### config.mk
export PLATFORM = sky130hd
export DESIGN_NAME = dram_mem_master
export DESIGN_NICKNAME = d
export VERILOG_FILES = /design/src/rtl/dram_mem_pkg.sv /design/src/rtl/mem_timeout_ctr.sv /design/src/rtl/dram_mem_master.sv
export SDC_FILE = /design/constraint.sdc
export NUM_CORES = 1
export LEC_CHECK = 0
export BUFFER_PORTS_ARGS = -buffer_cell sky130_fd_sc_hd__buf_2
export CORE_ASPECT_RATIO = 0.7
export CORE_UTILIZATION = 30
export CTS_CLUSTER_DIAMETER = 100
export DETAILED_ROUTE_END_ITERATION = 8
export HOLD_SLACK_MARGIN = 0.15
export SLEW_MARGIN = 25
export SYNTH_ARGS = -nofsm -noshare
export SYNTH_HDL_FRONTEND = slang
export SYNTH_SLANG_ARGS = --single-unit
### constraint.sdc
create_clock -name clk -period 3.25 [get_ports clk]
set_input_delay 0.4875 -clock clk [delete_from_list [all_inputs] [get_ports clk]]
set_output_delay 0.4875 -clock clk [all_outputs]
set_load 0.1 [all_outputs]
### src/rtl/dram_mem_pkg.sv
// dram_mem_pkg: shared FSM states, LSU opcodes and write-word layout helper
package dram_mem_pkg;
   typedef enum logic [1:0] {ST_IDLE, ST_REQ, ST_RDATA, ST_RESP} state_t;
   localparam logic LSU_LW = 1'b0;
   localparam logic LSU_SW = 1'b1;
   function automatic int valid_bit_pos(input int tag_w, input int data_w);
      return tag_w + data_w;
   endfunction
endpackage

### src/rtl/mem_timeout_ctr.sv
// mem_timeout_ctr: saturating stall counter, flags when TIMEOUT stalls have elapsed
module mem_timeout_ctr #(
   parameter int TIMEOUT = 16
) (
   input  logic clk,
   input  logic rst,
   input  logic i_clr,
   input  logic i_en,
   output logic o_expired
);
   localparam int W = $clog2(TIMEOUT + 1);
   logic [W-1:0] r_cnt;
   always_ff @(posedge clk or negedge rst)
      if (!rst) r_cnt <= '0;
      else if (i_clr) r_cnt <= '0;
      else if (i_en && r_cnt != W'(TIMEOUT)) r_cnt <= r_cnt + 1'b1;
   assign o_expired = r_cnt == W'(TIMEOUT);
endmodule

### src/rtl/dram_mem_master.sv
// dram_mem_master: single-outstanding load/store master for the DRAM mem_req/mem_ready port.
// Define MEM_TIMEOUT_EN to abandon requests stalled for TIMEOUT cycles with resp_err.
module dram_mem_master
   import dram_mem_pkg::*;
#(
   parameter int TAG     = 20,
   parameter int DATA    = 32,
   parameter int TIMEOUT = 16
) (
   input  logic                  clk,
   input  logic                  rst,
   input  logic                  req_valid,
   output logic                  req_ready,
   input  logic                  req_we,
   input  logic [31:0]           req_addr,
   input  logic [TAG-1:0]        req_tag,
   input  logic [DATA-1:0]       req_wdata,
   output logic                  resp_valid,
   output logic [DATA-1:0]       resp_rdata,
   output logic                  resp_err,
   output logic                  mem_req,
   input  logic                  mem_ready,
   output logic [31:0]           address,
   output logic                  lsu_operator,
   output logic [TAG+DATA:0]     write_data_int,
   input  logic [DATA-1:0]       dram_data_out
);
   localparam int VP = valid_bit_pos(TAG, DATA);
   state_t            r_state;
   logic [31:0]       r_addr;
   logic              r_we;
   logic [TAG+DATA:0] r_wword;
   logic [DATA-1:0]   r_rdata;
   logic              r_err;
   logic              w_expired;
`ifdef MEM_TIMEOUT_EN
   mem_timeout_ctr #(.TIMEOUT(TIMEOUT)) u_timeout (
      .clk       (clk),
      .rst       (rst),
      .i_clr     (r_state == ST_IDLE),
      .i_en      (r_state == ST_REQ && !mem_ready),
      .o_expired (w_expired)
   );
`else
   assign w_expired = TIMEOUT < 0;
`endif
   always_ff @(posedge clk or negedge rst)
      if (!rst) begin
         r_state <= ST_IDLE;
         r_addr  <= '0;
         r_we    <= LSU_LW;
         r_wword <= '0;
         r_rdata <= '0;
         r_err   <= 1'b0;
      end else begin
         case (r_state)
            ST_IDLE:
               if (req_valid) begin
                  r_state         <= ST_REQ;
                  r_addr          <= req_addr;
                  r_we            <= req_we;
                  r_wword[VP]     <= 1'b1;
                  r_wword[VP-1:0] <= {req_tag, req_wdata};
               end
            ST_REQ:
               if (mem_ready) begin
                  r_state <= r_we == LSU_SW ? ST_RESP : ST_RDATA;
                  r_err   <= 1'b0;
                  if (r_we == LSU_SW) r_rdata <= '0;
               end else if (w_expired) begin
                  r_state <= ST_RESP;
                  r_err   <= 1'b1;
                  r_rdata <= '0;
               end
            ST_RDATA: begin
               r_state <= ST_RESP;
               r_rdata <= dram_data_out;
            end
            default: r_state <= ST_IDLE;
         endcase
      end
   // state resets asynchronously, so mem_req drops the moment rst asserts
   assign req_ready      = rst && r_state == ST_IDLE;
   assign mem_req        = r_state == ST_REQ;
   assign resp_valid     = r_state == ST_RESP;
   assign resp_rdata     = r_rdata;
   assign resp_err       = r_err;
   assign address        = r_addr;
   assign lsu_operator   = r_we;
   assign write_data_int = r_wword;
endmodule
==> impl_results.html, run 1 <==
<table>
<tr><th>Metric</th><th>Value</th></tr>
<tr><th colspan="2">Outcome</th></tr>
<tr><td>Status</td><td>finished, final reports clean</td></tr>
<tr><th colspan="2">Floorplanning</th></tr>
<tr><td>Die outline area</td><td>17020 µm²</td></tr>
<tr><td>Height of the chip</td><td>109.5 µm</td></tr>
<tr><td>Core area</td><td>15790 µm²</td></tr>
<tr><td>Die X-Extent</td><td>155.5 µm</td></tr>
<tr><td>Starting density of the core</td><td>31.35%</td></tr>
<tr><td>FP Rows</td><td>38</td></tr>
<tr><td>Io pins</td><td>243</td></tr>
<tr><th colspan="2">Setup path</th></tr>
<tr><td>Setup crit end</td><td>req_ready</td></tr>
<tr><td>Cells along the critical path</td><td>dlygate4sd3_1, buf_4, and2_1, buf_2</td></tr>
<tr><td>Capture instance of the worst register-to-register path</td><td>resp_rdata[16]</td></tr>
<tr><td>Data arrival time of the critical path</td><td>1.78 ns</td></tr>
<tr><td>Cell with the biggest individual delay on the critical path</td><td>sky130_fd_sc_hd__dlygate4sd3_1</td></tr>
<tr><td>Startpoint kind of the worst setup timing path</td><td>input port</td></tr>
<tr><td>Maximum fanout encountered on the critical timing path</td><td>11</td></tr>
<tr><td>Depth of the critical timing path with buffers and inverters included</td><td>4</td></tr>
<tr><td>Worst R2R Setup Slack</td><td>1.34 ns</td></tr>
<tr><td>Category of cells accounting for the largest share of critical-path delay</td><td>buffers and inverters</td></tr>
<tr><td>Number of cells on the worst reg-to-reg path</td><td>6</td></tr>
<tr><td>Kind of end point of the critical path</td><td>primary output</td></tr>
<tr><td>Biggest cell delay along the critical path</td><td>0.53 ns</td></tr>
<tr><td>Crit path buffers/inverters</td><td>3</td></tr>
<tr><td>Reg-to-reg critical path startpoint</td><td>r_state[0]</td></tr>
<tr><td>Data required time at the worst endpoint</td><td>2.76 ns</td></tr>
<tr><td>WS Path Type</td><td>in2out</td></tr>
<tr><td>Critical path startpoint</td><td>rst</td></tr>
<tr><th colspan="2">STA</th></tr>
<tr><td>Fin Setup TNS</td><td>0 ns</td></tr>
<tr><td>Max Clock Skew</td><td>0.004507 ns</td></tr>
<tr><td>Final setup viols</td><td>0</td></tr>
<tr><td>Actual slew at the worst max-slew pin</td><td>0.7282 ns</td></tr>
<tr><td>Crit share post-route</td><td>69.82%</td></tr>
<tr><td>Final min period</td><td>2.269 ns</td></tr>
<tr><td>Max-slew headroom at the worst pin</td><td>51.45%</td></tr>
<tr><td>Number of pins with negative max-slew slack in the final report</td><td>0</td></tr>
<tr><td>RSZ-0062 raised after global routing</td><td>no</td></tr>
<tr><td>Count of final hold-check violations</td><td>0</td></tr>
<tr><td>Highest clock rate</td><td>440.7 MHz</td></tr>
<tr><th colspan="2">Finish</th></tr>
<tr><td>Most frequent standard cell in the layout excluding fill and tap cells</td><td>sky130_fd_sc_hd__buf_2</td></tr>
<tr><td>Fill cell count</td><td>1512</td></tr>
<tr><td>Combined area of the multi-input logic cells</td><td>1684 µm²</td></tr>
<tr><td>Reg area</td><td>3003 µm²</td></tr>
<tr><td>Share of layout cells above drive strength 1</td><td>61.33%</td></tr>
<tr><td>Total inserted antenna cells</td><td>0</td></tr>
<tr><td>Most frequent cells in the layout</td><td>sky130_fd_sc_hd__buf_2, sky130_fd_sc_hd__dfrtp_1, sky130_fd_sc_hd__mux2_2</td></tr>
<tr><td>Nets@finish</td><td>712</td></tr>
<tr><td>Layout-stage area growth over the synthesis result</td><td>42.63%</td></tr>
<tr><th colspan="2">Placed design</th></tr>
<tr><td>Post-detail-place hpwl</td><td>8.473 mm</td></tr>
<tr><td>Placer Congestion</td><td>0.7523</td></tr>
<tr><td>Number of buffer cells added on primary ports</td><td>241</td></tr>
<tr><th colspan="2">Route</th></tr>
<tr><td>Via density per instance</td><td>4.196</td></tr>
<tr><td>First drt pass iteration count</td><td>4</td></tr>
<tr><td>Average detailed-routed wire length per instance</td><td>14.05 µm</td></tr>
<tr><td>Total wire length</td><td>11.52 mm</td></tr>
<tr><td>Vias</td><td>3441</td></tr>
<tr><td>DR iter-0 viols</td><td>124</td></tr>
<tr><td>Detail Route Antenna Nets</td><td>0</td></tr>
<tr><td>Drt drc</td><td>0</td></tr>
<tr><th colspan="2">Global routing</th></tr>
<tr><td>Initial antenna violation count</td><td>0</td></tr>
<tr><td>Overflow left after global routing</td><td>0</td></tr>
<tr><td>Global-route wire length before repair</td><td>17.98 mm</td></tr>
<tr><td>Pin count of the biggest net entering global routing</td><td>59</td></tr>
<tr><td>Total routing resource utilization after global routing</td><td>13.82%</td></tr>
<tr><td>Vias in the first global route</td><td>3712</td></tr>
<tr><th colspan="2">Synthesis</th></tr>
<tr><td>Count of different cell masters after synthesis</td><td>20</td></tr>
<tr><td>Post-Syn Area per Cell</td><td>14.68 µm²</td></tr>
<tr><td>Synth Area in Simple Gates</td><td>2.958%</td></tr>
<tr><td>Yosys synthesis warning count</td><td>0</td></tr>
<tr><td>Synthesized instance count</td><td>337</td></tr>
<tr><td>Fraction of the mapped netlist area in compound gates</td><td>0.6068%</td></tr>
<tr><td>Number of flip-flops and latches in the synthesized netlist</td><td>120</td></tr>
<tr><td>Share of cell area taken by muxes after synthesis</td><td>29.23%</td></tr>
<tr><td>Post-synthesis adder-cell area fraction</td><td>1.011%</td></tr>
<tr><td>Area of the mapped netlist</td><td>4948 µm²</td></tr>
<tr><td>Net count after synthesis</td><td>462</td></tr>
<tr><td>Post-synthesis sequential area ratio</td><td>60.68%</td></tr>
<tr><td>Dominant combinational cell family by area after synthesis</td><td>multiplexers</td></tr>
<tr><td>Post-Synth XOR/XNOR Area</td><td>0%</td></tr>
<tr><th colspan="2">CTS</th></tr>
<tr><td>Number of buffers on the longest clock path</td><td>2</td></tr>
<tr><td>Clock tree from TritonCTS</td><td>done</td></tr>
<tr><td>H-tree depth</td><td>4</td></tr>
<tr><td>Clock-pin slew reported for the worst setup and hold paths after clock tree synthesis</td><td>0.06 ns</td></tr>
<tr><td>Clock Root Buffer</td><td>sky130_fd_sc_hd__clkbuf_16</td></tr>
<tr><td>TritonCTS sink count</td><td>120</td></tr>
<tr><td>Number of resized instances in the post-cts repair step</td><td>0</td></tr>
<tr><td>Worst-Skew Late Latency</td><td>0.40 ns</td></tr>
<tr><td>Total CTS buffers</td><td>17</td></tr>
<tr><td>Number of post-CTS setup repair buffers</td><td>0</td></tr>
<tr><th colspan="2">Job</th></tr>
<tr><td>Max cap viols</td><td>0</td></tr>
<tr><th colspan="2">Worst hold path</th></tr>
<tr><td>Type of the most critical hold path</td><td>in2reg</td></tr>
</table>
==> worst reg2reg max path, stage by stage, from the launching register on <==
cell,delay [ns]
sky130_fd_sc_hd__dfrtp_1,0.39
sky130_fd_sc_hd__inv_1,0.08
sky130_fd_sc_hd__ha_1,0.20
sky130_fd_sc_hd__buf_4,0.24
sky130_fd_sc_hd__a21oi_4,0.17
sky130_fd_sc_hd__buf_4,0.47
sky130_fd_sc_hd__mux2i_1,0.27
==> metrics by stage <==
| step | hold slack [ns] | util, % | instance area, µm² | cells | setup WS, ns |
|---|---|---|---|---|---|
| 2_1_floorplan | 0.1919 | - | 4949 | 337 | 1.023 |
| 3_3_place_gp | 0.3291 | 40.31 | 6364 | 787 | 1.415 |
| 3_5_place_dp | 0.3321 | 40.31 | 6364 | 787 | 1.319 |
| 4_1_cts | 0.2812 | 44.71 | 7058 | 820 | 0.9637 |
| 5_1_grt | 0.2857 | 44.71 | 7058 | 820 | 0.9172 |
| 6_report | 0.3079 | 44.71 | 7058 | 820 | 0.9807 |
==> synth_stat cells <==
| cell type | n | area, µm² |
|---|---|---|
| sky130_fd_sc_hd__a211oi_1 | 1 | 7.510 |
| sky130_fd_sc_hd__a21oi_4 | 1 | 16.27 |
| sky130_fd_sc_hd__and2_1 | 1 | 6.260 |
| sky130_fd_sc_hd__and3_1 | 1 | 6.260 |
| sky130_fd_sc_hd__buf_1 | 2 | 7.510 |
| sky130_fd_sc_hd__buf_2 | 5 | 25.02 |
| sky130_fd_sc_hd__buf_4 | 1 | 7.510 |
| sky130_fd_sc_hd__buf_6 | 8 | 90.09 |
| sky130_fd_sc_hd__clkbuf_1 | 1 | 3.750 |
| sky130_fd_sc_hd__conb_1 | 1 | 3.750 |
| sky130_fd_sc_hd__dfrtp_1 | 120 | 3003 |
| sky130_fd_sc_hd__ha_1 | 4 | 50.05 |
| sky130_fd_sc_hd__inv_1 | 36 | 135.1 |
| sky130_fd_sc_hd__mux2_2 | 48 | 540.5 |
| sky130_fd_sc_hd__mux2_4 | 39 | 585.6 |
| sky130_fd_sc_hd__mux2i_1 | 32 | 320.3 |
| sky130_fd_sc_hd__nand2_1 | 33 | 123.9 |
| sky130_fd_sc_hd__nand2b_1 | 1 | 6.260 |
| sky130_fd_sc_hd__nor2_1 | 1 | 3.750 |
| sky130_fd_sc_hd__o22ai_1 | 1 | 6.260 |
==> area by class of cell <==
type	count	area share [%]
Clock buffer	18	6.222
Tap cell	220	3.900
Multi-Input combinational cell	164	23.86
Inverter	36	1.915
Sequential cell	120	42.55
Clock inverter	14	3.475
Timing Repair Buffer	248	18.08
==> kinds of logic (layout without fill, tap and decap cells) <==
family          after synthesis  in the layout
buf+inv                      53            316
other cells                   1              1
simple gates                 37             37
flops                       120            120
mux                         119            119
compound gates                3              3
fa+ha+maj                     4              4
==> routing by layer <==
metal	GRT usage [%]	part of all wire [%]	vias to the layer above
met2	21.81	47	141
met4	5.882	1.4	0
met5	0	0	-
li1	-	-	1608
met3	5.834	8.4	14
met1	16.66	43	1678
==> sequential cells by signal (all words and copies together), names as in the netlist <==
signal and count:
write_data_int 53, address 32, resp_rdata 32, r_state 2, lsu_operator 1
==> timing repair <==
item / CTS / global route
hold buffers: 1 / 0
setup endpoints to repair: 0 / 0
endpoints found under the hold margin: 8 / 0
==> worst min-delay path by stage <==
stage	from	end	slack, ns	cells past startpoint
2_1_floorplan	rst	address[0]	0.19	0
3_3_place_gp	rst	address[28]	0.33	1
3_5_place_dp	rst	address[28]	0.33	1
4_1_cts	req_addr[9]	address[9]	0.28	2
5_1_grt	req_addr[0]	address[0]	0.29	2
6_report	req_addr[9]	address[9]	0.31	2
Power of run 1 is left out: the tool's default activity adds up to more than one toggle a clock period on the data nets, which glitch-free logic cannot reach.
==> inputs of run 2 (changes only) <==
==> constraint.sdc (replaced) <==
create_clock -name clk -period 1.91 [get_ports clk]
set_input_delay 0.2865 -clock clk [delete_from_list [all_inputs] [get_ports clk]]
set_output_delay 0.2865 -clock clk [all_outputs]
set_load 0.1 [all_outputs]
==> impl_results.html, run 2 (synthesis results as in run 1) <==
<table>
<tr><th>Metric</th><th>Value</th></tr>
<tr><th colspan="2">Global routing</th></tr>
<tr><td>Vias in the first global route</td><td>4308 (was 3712)</td></tr>
<tr><td>Total routing resource utilization after global routing</td><td>16.35% (was 13.82%)</td></tr>
<tr><td>Global-route wire length before repair</td><td>21.09 mm (was 17.98 mm)</td></tr>
<tr><td>Pin count of the biggest net entering global routing</td><td>121 (was 59)</td></tr>
<tr><td>Overflow left after global routing</td><td>0 (unchanged)</td></tr>
<tr><td>Initial antenna violation count</td><td>0 (unchanged)</td></tr>
<tr><th colspan="2">Setup path</th></tr>
<tr><td>Cells along the critical path</td><td>inv_1, ha_2, and2_1, buf_12 (was dlygate4sd3_1, buf_4, and2_1, buf_2)</td></tr>
<tr><td>Startpoint kind of the worst setup timing path</td><td>register (was input port)</td></tr>
<tr><td>Biggest cell delay along the critical path</td><td>0.41 ns (was 0.53 ns)</td></tr>
<tr><td>Crit path buffers/inverters</td><td>2 (was 3)</td></tr>
<tr><td>WS Path Type</td><td>reg2out (was in2out)</td></tr>
<tr><td>Category of cells accounting for the largest share of critical-path delay</td><td>flip-flops (was buffers and inverters)</td></tr>
<tr><td>Kind of end point of the critical path</td><td>primary output (unchanged)</td></tr>
<tr><td>Data arrival time of the critical path</td><td>1.52 ns (was 1.78 ns)</td></tr>
<tr><td>Cell with the biggest individual delay on the critical path</td><td>sky130_fd_sc_hd__dfrtp_1 (was sky130_fd_sc_hd__dlygate4sd3_1)</td></tr>
<tr><td>Maximum fanout encountered on the critical timing path</td><td>4 (was 11)</td></tr>
<tr><td>Data required time at the worst endpoint</td><td>1.62 ns (was 2.76 ns)</td></tr>
<tr><th colspan="2">Route</th></tr>
<tr><td>First drt pass iteration count</td><td>4 (unchanged)</td></tr>
<tr><td>DR iter-0 viols</td><td>177 (was 124)</td></tr>
<tr><td>Vias</td><td>3993 (was 3441)</td></tr>
<tr><td>Average detailed-routed wire length per instance</td><td>14.44 µm (was 14.05 µm)</td></tr>
<tr><td>Via density per instance</td><td>4.261 (was 4.196)</td></tr>
<tr><td>Drt drc</td><td>0 (unchanged)</td></tr>
<tr><td>Detail Route Antenna Nets</td><td>0 (unchanged)</td></tr>
<tr><td>Total wire length</td><td>13.53 mm (was 11.52 mm)</td></tr>
<tr><th colspan="2">STA</th></tr>
<tr><td>Fin Setup TNS</td><td>0 ns (unchanged)</td></tr>
<tr><td>Crit share post-route</td><td>94.57%</td></tr>
<tr><td>Count of final hold-check violations</td><td>0 (unchanged)</td></tr>
<tr><td>Final-layout worst hold slack</td><td>0.3246 ns (was 0.3079 ns)</td></tr>
<tr><td>Final min period</td><td>1.806 ns</td></tr>
<tr><td>Max Clock Skew</td><td>0.008143 ns (was 0.004507 ns)</td></tr>
<tr><td>Number of pins with negative max-slew slack in the final report</td><td>0 (unchanged)</td></tr>
<tr><td>Actual slew at the worst max-slew pin</td><td>0.6753 ns (was 0.7282 ns)</td></tr>
<tr><td>Final setup viols</td><td>0 (unchanged)</td></tr>
<tr><td>RSZ-0062 raised after global routing</td><td>no (unchanged)</td></tr>
<tr><td>Max-slew headroom at the worst pin</td><td>54.98% (was 51.45%)</td></tr>
<tr><td>Highest clock rate</td><td>553.6 MHz</td></tr>
<tr><th colspan="2">Floorplanning</th></tr>
<tr><td>Io pins</td><td>243 (unchanged)</td></tr>
<tr><td>Die X-Extent</td><td>155.5 µm (unchanged)</td></tr>
<tr><td>Core area</td><td>15790 µm² (unchanged)</td></tr>
<tr><td>Height of the chip</td><td>109.5 µm (unchanged)</td></tr>
<tr><td>Die outline area</td><td>17020 µm² (unchanged)</td></tr>
<tr><td>FP Rows</td><td>38 (unchanged)</td></tr>
<tr><td>Starting density of the core</td><td>31.35% (unchanged)</td></tr>
<tr><th colspan="2">CTS</th></tr>
<tr><td>Clock tree from TritonCTS</td><td>done (unchanged)</td></tr>
<tr><td>Worst-Skew Late Latency</td><td>0.42 ns (was 0.40 ns)</td></tr>
<tr><td>Clock Root Buffer</td><td>sky130_fd_sc_hd__clkbuf_16 (unchanged)</td></tr>
<tr><td>H-tree depth</td><td>4 (unchanged)</td></tr>
<tr><td>Total CTS buffers</td><td>17 (unchanged)</td></tr>
<tr><td>Number of buffers on the longest clock path</td><td>2 (unchanged)</td></tr>
<tr><td>TritonCTS sink count</td><td>120 (unchanged)</td></tr>
<tr><td>Clock-pin slew reported for the worst setup and hold paths after clock tree synthesis</td><td>0.05 ns (was 0.06 ns)</td></tr>
<tr><th colspan="2">Placed design</th></tr>
<tr><td>Post-detail-place hpwl</td><td>8.402 mm (was 8.473 mm)</td></tr>
<tr><td>Placer Congestion</td><td>0.7570 (was 0.7523)</td></tr>
<tr><td>Number of buffer cells added on primary ports</td><td>241 (unchanged)</td></tr>
<tr><th colspan="2">Finish</th></tr>
<tr><td>Layout-stage area growth over the synthesis result</td><td>66.30% (was 42.63%)</td></tr>
<tr><td>Most frequent standard cell in the layout excluding fill and tap cells</td><td>sky130_fd_sc_hd__buf_2 (unchanged)</td></tr>
<tr><td>Most frequent cells in the layout</td><td>sky130_fd_sc_hd__buf_2, sky130_fd_sc_hd__dfrtp_1, sky130_fd_sc_hd__dlygate4sd3_1 (was sky130_fd_sc_hd__buf_2, sky130_fd_sc_hd__dfrtp_1, sky130_fd_sc_hd__mux2_2)</td></tr>
<tr><td>Total inserted antenna cells</td><td>0 (unchanged)</td></tr>
<tr><td>Flip-flop count of the largest register, all copies and words added</td><td>53 (unchanged)</td></tr>
<tr><td>Share of layout cells above drive strength 1</td><td>51.60% (was 61.33%)</td></tr>
<tr><td>Nets@finish</td><td>829 (was 712)</td></tr>
<tr><th colspan="2">Outcome</th></tr>
<tr><td>Status</td><td>finished, final reports clean (unchanged)</td></tr>
<tr><th colspan="2">Worst hold path</th></tr>
<tr><td>Type of the most critical hold path</td><td>in2reg (unchanged)</td></tr>
<tr><th colspan="2">Job</th></tr>
<tr><td>Max cap viols</td><td>0 (unchanged)</td></tr>
</table>
-- run 2: cell types whose count changed in the layout (fill, tap and decap cells not counted), moves of 2 or more --
cell                            previous run  this run
sky130_fd_sc_hd__dlygate4sd3_1             1       118
sky130_fd_sc_hd__buf_12                    1         6
sky130_fd_sc_hd__buf_4                     6         2
sky130_fd_sc_hd__clkinvlp_4                1         5
sky130_fd_sc_hd__bufinv_16                 6         3
sky130_fd_sc_hd__clkinv_4                  4         1
sky130_fd_sc_hd__buf_2                   240       238
sky130_fd_sc_hd__ha_1                      4         2
sky130_fd_sc_hd__ha_2                      0         2
-- run 2: routing by layer --
layer | global-route usage (%) | up-vias | wire length [µm]
li1 | - | 1848 | -
met1 | 17.64 | 1967 | 5340
met2 | 28.70 | 152 | 6967
met3 | 5.755 | 26 | 860
met4 | 8.403 | 0 | 357
met5 | 0 | - | 0
-- run 2: per-stage QoR --
step	utilization, %	instances	setup WS (ns)	cell area [µm²]
final	52.13	937	0.1037	8229
after global routing	52.13	937	0.01706	8229
after CTS	52.10	937	0.03045	8224
after detailed placement	40.74	787	0.3094	6431
after global placement	40.74	787	0.3562	6431
after floorplan	-	337	0.03386	4951
-- run 2: repair_timing --
item                                    in CTS  in global routing
buffers inserted                             0                  0
endpoints found under the setup margin       0                  2
hold endpoints to repair                   237                  0
resized for setup                            0                  2
hold buffers                               118                  0
-- run 2: layout make-up --
type                    instances  area, µm²
multi-input cells             164       1689
well taps                     220      275.3
flip-flops and latches        120       3003
inverters                      36      135.1
clock inverters                14      172.7
clock buffers                  18      439.2
repair buffers                365       2515
fillers                      1334       7556
-- run 2: path summary, 6_finish.rpt --
| check | depth (start not counted) | end | slack [ns] | startpoint |
|---|---|---|---|---|
| max in group asynchronous | 3 | address[23] | 0.82 | rst |
| worst min-delay path | 3 | r_state[1] | 0.32 | mem_ready |
| worst max-delay path | 4 | req_ready | 0.10 | r_state[0] |
| min in group asynchronous | 3 | resp_rdata[29] | 0.57 | rst |
| worst min register to register | 1 | write_data_int[52] | 0.46 | write_data_int[52] |
| worst max register to register | 6 | resp_rdata[0] | 0.30 | r_state[1] |
-- run 2: worst reg2reg max path: stages, from the launching register on --
cell and delay [ns]:
sky130_fd_sc_hd__dfrtp_1 0.38, sky130_fd_sc_hd__inv_1 0.08, sky130_fd_sc_hd__ha_2 0.20, sky130_fd_sc_hd__and3_1 0.17, sky130_fd_sc_hd__a21oi_4 0.13, sky130_fd_sc_hd__buf_12 0.23
sky130_fd_sc_hd__mux2i_1 0.31
Power of run 2 is left out for the same reason.
